--- src/rtl/fft_reorder_if.sv ---
// Stream bus shared by the SDF stages and the reorder buffer:
// one enable plus a real/imag sample pair per cycle.
interface fft_reorder_if #(
  parameter int WIDTH = 16
);
  logic             data_en;
  logic [WIDTH-1:0] data_r;
  logic [WIDTH-1:0] data_i;

  modport master (
    output data_en,
    output data_r,
    output data_i
  );

  modport slave (
    input data_en,
    input data_r,
    input data_i
  );
endinterface

--- src/rtl/fft_reorder.sv ---
// Output reorder buffer for the pipeline FFT.
// Frames arrive in bit-reversed order and are written into one of two
// ping-pong banks at the bit-reversed address, so that a linear read of a
// completed bank yields natural order. While one bank is read out, the next
// frame fills the other, letting back-to-back frames stream with no gap.
module fft_reorder #(
  parameter int N     = 64,
  parameter int WIDTH = 16
) (
  input  logic          clock,
  input  logic          reset,
  fft_reorder_if.slave  ibus,
  fft_reorder_if.master obus
);

  localparam int              LOG_N = $clog2(N);
  localparam logic [LOG_N-1:0] LAST = LOG_N'(N - 1);

  typedef enum logic {
    IDLE,
    READ
  } state_t;

  // Two banks of N complex samples; contents are never reset.
  logic [2*WIDTH-1:0] mem [0:1][0:N-1];

  logic [LOG_N-1:0] wcount;
  logic             wbank;
  logic [LOG_N-1:0] rcount;
  logic             rbank;
  logic [1:0]       full;
  state_t           state;

  logic             odata_en_q;
  logic [WIDTH-1:0] odata_r_q;
  logic [WIDTH-1:0] odata_i_q;

  logic             last_write;
  logic             last_read;
  logic [1:0]       set_full;
  logic [1:0]       clr_full;
  logic [1:0]       full_ahead;
  logic             next_rbank;

  // Reverse the LOG_N-bit index.
  function automatic logic [LOG_N-1:0] bitrev(input logic [LOG_N-1:0] x);
    logic [LOG_N-1:0] y;
    y = '0;
    for (int b = 0; b < LOG_N; b++) begin
      y[b] = x[LOG_N-1-b];
    end
    return y;
  endfunction

  assign last_write = ibus.data_en && (wcount == LAST);
  assign last_read  = (state == READ) && (rcount == LAST);
  assign next_rbank = ~rbank;

  // Per-bank set/clear strobes for the frame-complete flags.
  always_comb begin
    set_full = '0;
    clr_full = '0;
    if (last_write) begin
      set_full[wbank] = 1'b1;
    end
    if (last_read) begin
      clr_full[rbank] = 1'b1;
    end
  end

  // Look-ahead flags let the reader start on the cycle the last sample lands.
  assign full_ahead = full | set_full;

  // Write-side counter and bank select; a gap in the enable aborts a partial frame.
  always_ff @(posedge clock) begin
    if (!reset) begin
      wcount <= '0;
      wbank  <= 1'b0;
    end else if (ibus.data_en) begin
      wcount <= wcount + 1'b1;
      if (wcount == LAST) begin
        wbank <= ~wbank;
      end
    end else begin
      wcount <= '0;
    end
  end

  // Sample storage, written at the bit-reversed address of the arrival index.
  always_ff @(posedge clock) begin
    if (reset && ibus.data_en) begin
      mem[wbank][bitrev(wcount)] <= {ibus.data_r, ibus.data_i};
    end
  end

  // Frame-complete flags: writer sets, reader clears, each on its own bank.
  always_ff @(posedge clock) begin
    if (!reset) begin
      full <= '0;
    end else begin
      full <= (full & ~clr_full) | set_full;
    end
  end

  // Read FSM with registered output stream.
  always_ff @(posedge clock) begin
    if (!reset) begin
      state      <= IDLE;
      rcount     <= '0;
      rbank      <= 1'b0;
      odata_en_q <= 1'b0;
      odata_r_q  <= '0;
      odata_i_q  <= '0;
    end else begin
      case (state)
        IDLE: begin
          odata_en_q <= 1'b0;
          rcount     <= '0;
          if (full_ahead[rbank]) begin
            state <= READ;
          end
        end
        READ: begin
          {odata_r_q, odata_i_q} <= mem[rbank][rcount];
          odata_en_q             <= 1'b1;
          rcount                 <= rcount + 1'b1;
          if (rcount == LAST) begin
            rbank <= next_rbank;
            if (!full_ahead[next_rbank]) begin
              state <= IDLE;
            end
          end
        end
        default: begin
          state      <= IDLE;
          odata_en_q <= 1'b0;
        end
      endcase
    end
  end

  assign obus.data_en = odata_en_q;
  assign obus.data_r  = odata_r_q;
  assign obus.data_i  = odata_i_q;

endmodule

--- src/flat_wrapper.sv ---
// flat-port wrapper written by rule: the top's interface ports become plain ports
module fft_reorder_flat 
#(
  parameter int N     = 64,
  parameter int WIDTH = 16
)
  (clock, reset, ibus_data_en, ibus_data_r, ibus_data_i, obus_data_en, obus_data_r, obus_data_i);
  fft_reorder_if #(.WIDTH(WIDTH)) ibus_i ();
  fft_reorder_if #(.WIDTH(WIDTH)) obus_i ();
  input  logic clock;
  input  logic reset;
  input wire logic [$bits(ibus_i.data_en)-1:0] ibus_data_en;
  input wire logic [$bits(ibus_i.data_r)-1:0] ibus_data_r;
  input wire logic [$bits(ibus_i.data_i)-1:0] ibus_data_i;
  output wire logic [$bits(obus_i.data_en)-1:0] obus_data_en;
  output wire logic [$bits(obus_i.data_r)-1:0] obus_data_r;
  output wire logic [$bits(obus_i.data_i)-1:0] obus_data_i;
  assign ibus_i.data_en = ibus_data_en;
  assign ibus_i.data_r = ibus_data_r;
  assign ibus_i.data_i = ibus_data_i;
  assign obus_data_en = obus_i.data_en;
  assign obus_data_r = obus_i.data_r;
  assign obus_data_i = obus_i.data_i;
  fft_reorder #(.N(N), .WIDTH(WIDTH)) u_core (.clock(clock), .reset(reset), .ibus(ibus_i), .obus(obus_i));
endmodule
--- config.mk ---
export PLATFORM = sky130hd
export DESIGN_NAME = fft_reorder_flat
export DESIGN_NICKNAME = d
export VERILOG_FILES = /design/src/rtl/fft_reorder_if.sv /design/src/rtl/fft_reorder.sv /design/src/flat_wrapper.sv
export SDC_FILE = /design/constraint.sdc
export NUM_CORES = 2
export LEC_CHECK = 0
export CAP_MARGIN = 30
export CORE_ASPECT_RATIO = 1.1
export CORE_MARGIN = 1
export CORE_UTILIZATION = 45
export CTS_BUF_LIST = sky130_fd_sc_hd__clkbuf_2 sky130_fd_sc_hd__clkbuf_4 sky130_fd_sc_hd__clkbuf_8
export DETAILED_ROUTE_END_ITERATION = 8
export PLACE_DENSITY_LB_ADDON = 0.1
export RECOVER_POWER = 100
export SYNTH_ARGS = -nofsm -noshare
export SYNTH_HDL_FRONTEND = slang
export SYNTH_SLANG_ARGS = --single-unit
--- constraint.sdc ---
create_clock -name clock -period 4.2 [get_ports clock]
set_clock_uncertainty 0.2 [all_clocks]
set_input_delay 0.84 -clock clock [delete_from_list [all_inputs] [get_ports clock]]
set_output_delay 0.84 -clock clock [all_outputs]
set_load 0.05 [all_outputs]
==> impl_results.md <==
- First-pass detailed-route iteration total: 6
- Maximum clock rate: ~230 MHz
- Fill count: between 20,000 and 30,000
- Vias/cell: ~6.0
- Utilization after layout: between 50% and 60%
- Met1 usage: a little under two fifths
- Status: finished with violations
- Sw Ratio: 21.2%
- Sequential share of the synthesized area: between 70% and 80%
- Synth Instances: about 7,200
- Post-synth EDFFs: slightly above 4,000
- PD cells: ~440 mW/mm^2
- # DRC: 0
- Starting Density: 45.3%
- Busiest grt layer: met2
- Setup WS pre-CTS: ~0.35 ns
- Antenna Nets Post-Route: 0
- Setup slack, reg-to-reg: between 0.2 and 0.25 ns
- Lkg Pwr: 55.0 nW
- Nets: between 8,000 and 9,000
- IO Pins: 68
- Period utilization: 103%
- Failing checks: capacitance limit, slew limit, setup timing
- RSZ-0062 raised after global routing: false
- First-pass GRT wire length: 667 mm
- P_sw: about 17 mW
- Internal power: approximately 64 mW
- Clock power share: between 40% and 50%
- Hold Path Sink: u_core.wcount[1]
- Final worst slack: -0.118 ns
- Yosys warnings: 0
- Average size of a mapped cell: 22.1 um^2
- Mapped Area: about 0.16 mm^2
- WL final: 486 mm
- Slew at the pin closest to its max-slew limit: about 4.3 ns
- Met3 GRT Util: between 4 and 5%
- Routability congestion estimate: ~0.87
- CTS Sinks: about 4,100
- Cts bufs inserted: roughly 660
- DP HPWL: roughly 280 mm
- Synth async-reset ratio: 0%
- Vias in the first global route: between 80,000 and 90,000
- DIE HEIGHT: 626 um
- CTS clk-pin slew, worst paths: roughly 0.060 ns
- Reg2reg start: u_core.wbank
- WHS: between 0.15 and 0.2 ns
- GR Layer Usage met2: about 44%
- Post-Syn Nets: between 7,000 and 8,000
- Syn-to-layout area delta: 14.6%
- Max_slew headroom: -184%
- Peak VDD IR: 0.385 mV
- Worst-Skew Late Latency: 1.21 ns
- Final Setup Violations: 62
- GR Util All Layers: between 20% and 30%
- Min-delay worst type: in2reg
- Ys flop type: edfxtp_1
- Min cycle time layout: ~4.3 ns
- CTS max path bufs: 4
- Vias: slightly above 80,000
- Rows: 228
- Reg-to-reg endpoint: u_core.mem[1][1108]
- Largest net degree at the start of global routing: between 100 and 150
- Initial antenna violation count: between 40 and 50
- Post-synthesis cell type count: 65
- Reg power frac: roughly 56%
- Total grt overflow: 0
- Arr. time, crit path: 5.28 ns
- Die footprint: 0.356 mm^2
- Final hold viol count: 0
- I/O Buffers: 67
- Crit Path Max Fanout: 28
- Synthesis-stage register bit count: 4,147
- Startpoint Class: input port
- CTS Root Cell: clkbuf_8
- Max-Cap Viols: 36
- Hold Crit Depth: 2
- R2R depth: 5
- Pins over their slew limit: 1,991
- Clock H-tree levels: 6
- Layout cells sized above 1: a little under a third
- Req. time, crit path: 5.17 ns
- Core Area: roughly 0.35 mm^2
- WL/cell: around 36 um
- Hold path start: ibus_data_en
- WS Path Type: in2reg
- Die X: 569 um
- Comb power frac: 1.4%
- Critical Path End Type: flip-flop
- First DRT Iteration DRCs: 8,908
- CTS tree: built
-- power by group through the flow --
stage	clock [mW]	combinational, mW	sequential (mW)
after floorplan	0	0.0825	46.4
after global placement	0	1.10	46.3
after detailed placement	0	1.16	46.3
after CTS	34.9	1.18	45.5
after global routing	36.7	1.19	45.5
final	34.3	1.15	45.5
-- per-layer routing --
layer,up-vias,part of all wire (%)
met4,10,3.9
met3,754,7.6
met2,3512,49
met5,-,0.013
li1,32600,-
met1,44200,40
-- worst max-delay path by stage --
stage / from / endpoint / slack, ns / cells past startpoint
floorplan: reset / u_core.mem[1][1824] / 0.72 / 5
global placement: u_core.rcount[2] / u_core.obus.data_i[12] / -0.24 / 7
detailed placement: flip-flop / u_core.obus.data_i[12] / 0.35 / 12
CTS: u_core.obus.data_i[0] / obus_data_i[0] / 0.04 / 1
global route: ibus_data_i[7] / u_core.mem[1][2023] / 0.03 / 3
finish: reset / u_core.obus.data_r[0] / -0.12 / 7
-- kinds of logic after synthesis --
kind of cell	count (synthesis)	share of synthesized area [%]
AND/OR/NAND/NOR	501	1.46
multiplexers	1458	16.0
buffers and inverters	436	1.57
XOR/XNOR	7	0.0385
adder cells (fa/ha/maj)	9	0.0707
flip-flops	4147	77.9
AO/OA/AOI/OAI	661	3.00
-- state kept, by name, indices dropped and copies added, names as in the netlist, 2 cells and up, named ones only --
| name | count |
|---|---|
| u_core.obus.data_i | 16 |
| u_core.full | 2 |
| u_core.mem | 4096 |
| u_core.rcount | 6 |
| u_core.wcount | 6 |
| u_core.obus.data_r | 16 |
-- repair_timing --
| item | CTS | global route |
|---|---|---|
| hold endpoints to repair | 836 | 16 |
| setup endpoints to repair | 1 | 0 |
| hold buffers | 26 | 1 |
| resized for setup | 1 | 0 |
| buffers inserted | 0 | 0 |
-- Yosys cell counts (10+ instances only) --
master	n	share of area (%)
o41ai_1	13	0.072
o21ai_1	31	0.097
edfxtp_1	4096	77
nor2b_1	84	0.33
a2111oi_0	38	0.21
o221ai_1	79	0.43
nand3_1	17	0.053
dfxtp_1	51	0.64
a31oi_1	10	0.039
buf_4	64	0.30
mux2i_1	508	3.2
a21oi_1	82	0.26
a22oi_1	15	0.071
o32ai_1	13	0.072
mux2_2	86	0.61
o21ai_0	47	0.15
nor2_1	223	0.53
mux4_2	856	12
o22ai_1	100	0.39
nor3_1	40	0.13
a211oi_1	111	0.52
clkbuf_1	182	0.43
o211ai_1	14	0.066
buf_1	33	0.078
buf_6	61	0.43
nand3b_1	18	0.085
a221oi_1	48	0.26
buf_2	82	0.26
nand2_1	82	0.19
-- placed cells by master (no fill, tap or decap), types with 67 or more instances in the layout --
cell,n
clkbuf_4,252
clkinv_1,136
clkbuf_8,685
a211oi_1,107
a21oi_1,82
buf_4,316
edfxtp_1,4096
clkinv_2,67
mux2i_1,508
nor2b_1,82
o22ai_1,100
mux4_2,856
nor2_1,173
buf_12,98
nand2_1,81
o221ai_1,78
clkbuf_2,149
mux2_2,86
-- metrics by stage --
step / TNS (ns) / power, mW / std cells / cell area, um^2
after CTS: 0 / 81.6 / 13400 / 185000
final: -3.16 / 81.0 / 13400 / 182000
after detailed placement: 0 / 47.5 / 12200 / 172000
after floorplan: 0 / 46.4 / 7219 / 159000
after global placement: -0.253 / 47.5 / 12200 / 172000
after global routing: 0 / 83.4 / 13400 / 182000
-- critical path, stage by stage --
cell and delay, ns:
dlygate4sd3_1 0.53, clkbuf_1 0.66, clkbuf_1 1.88, nand2_1 0.21
inv_1 0.71, o21ai_0 0.21, a22oi_1 0.21
-- layout make-up --
type                    instances  area, um^2  area share, %
inverters                       8        30.0         0.0165
clock buffers                 927       11200           6.16
well taps                    4715        5900           3.23
clock inverters               265        1750          0.960
flip-flops and latches       4147      124000           68.0
repair buffers                707        6120           3.36
diodes                         26        65.1         0.0357
multi-input cells            2636       33200           18.2
Power figures use the tool's default switching activity.
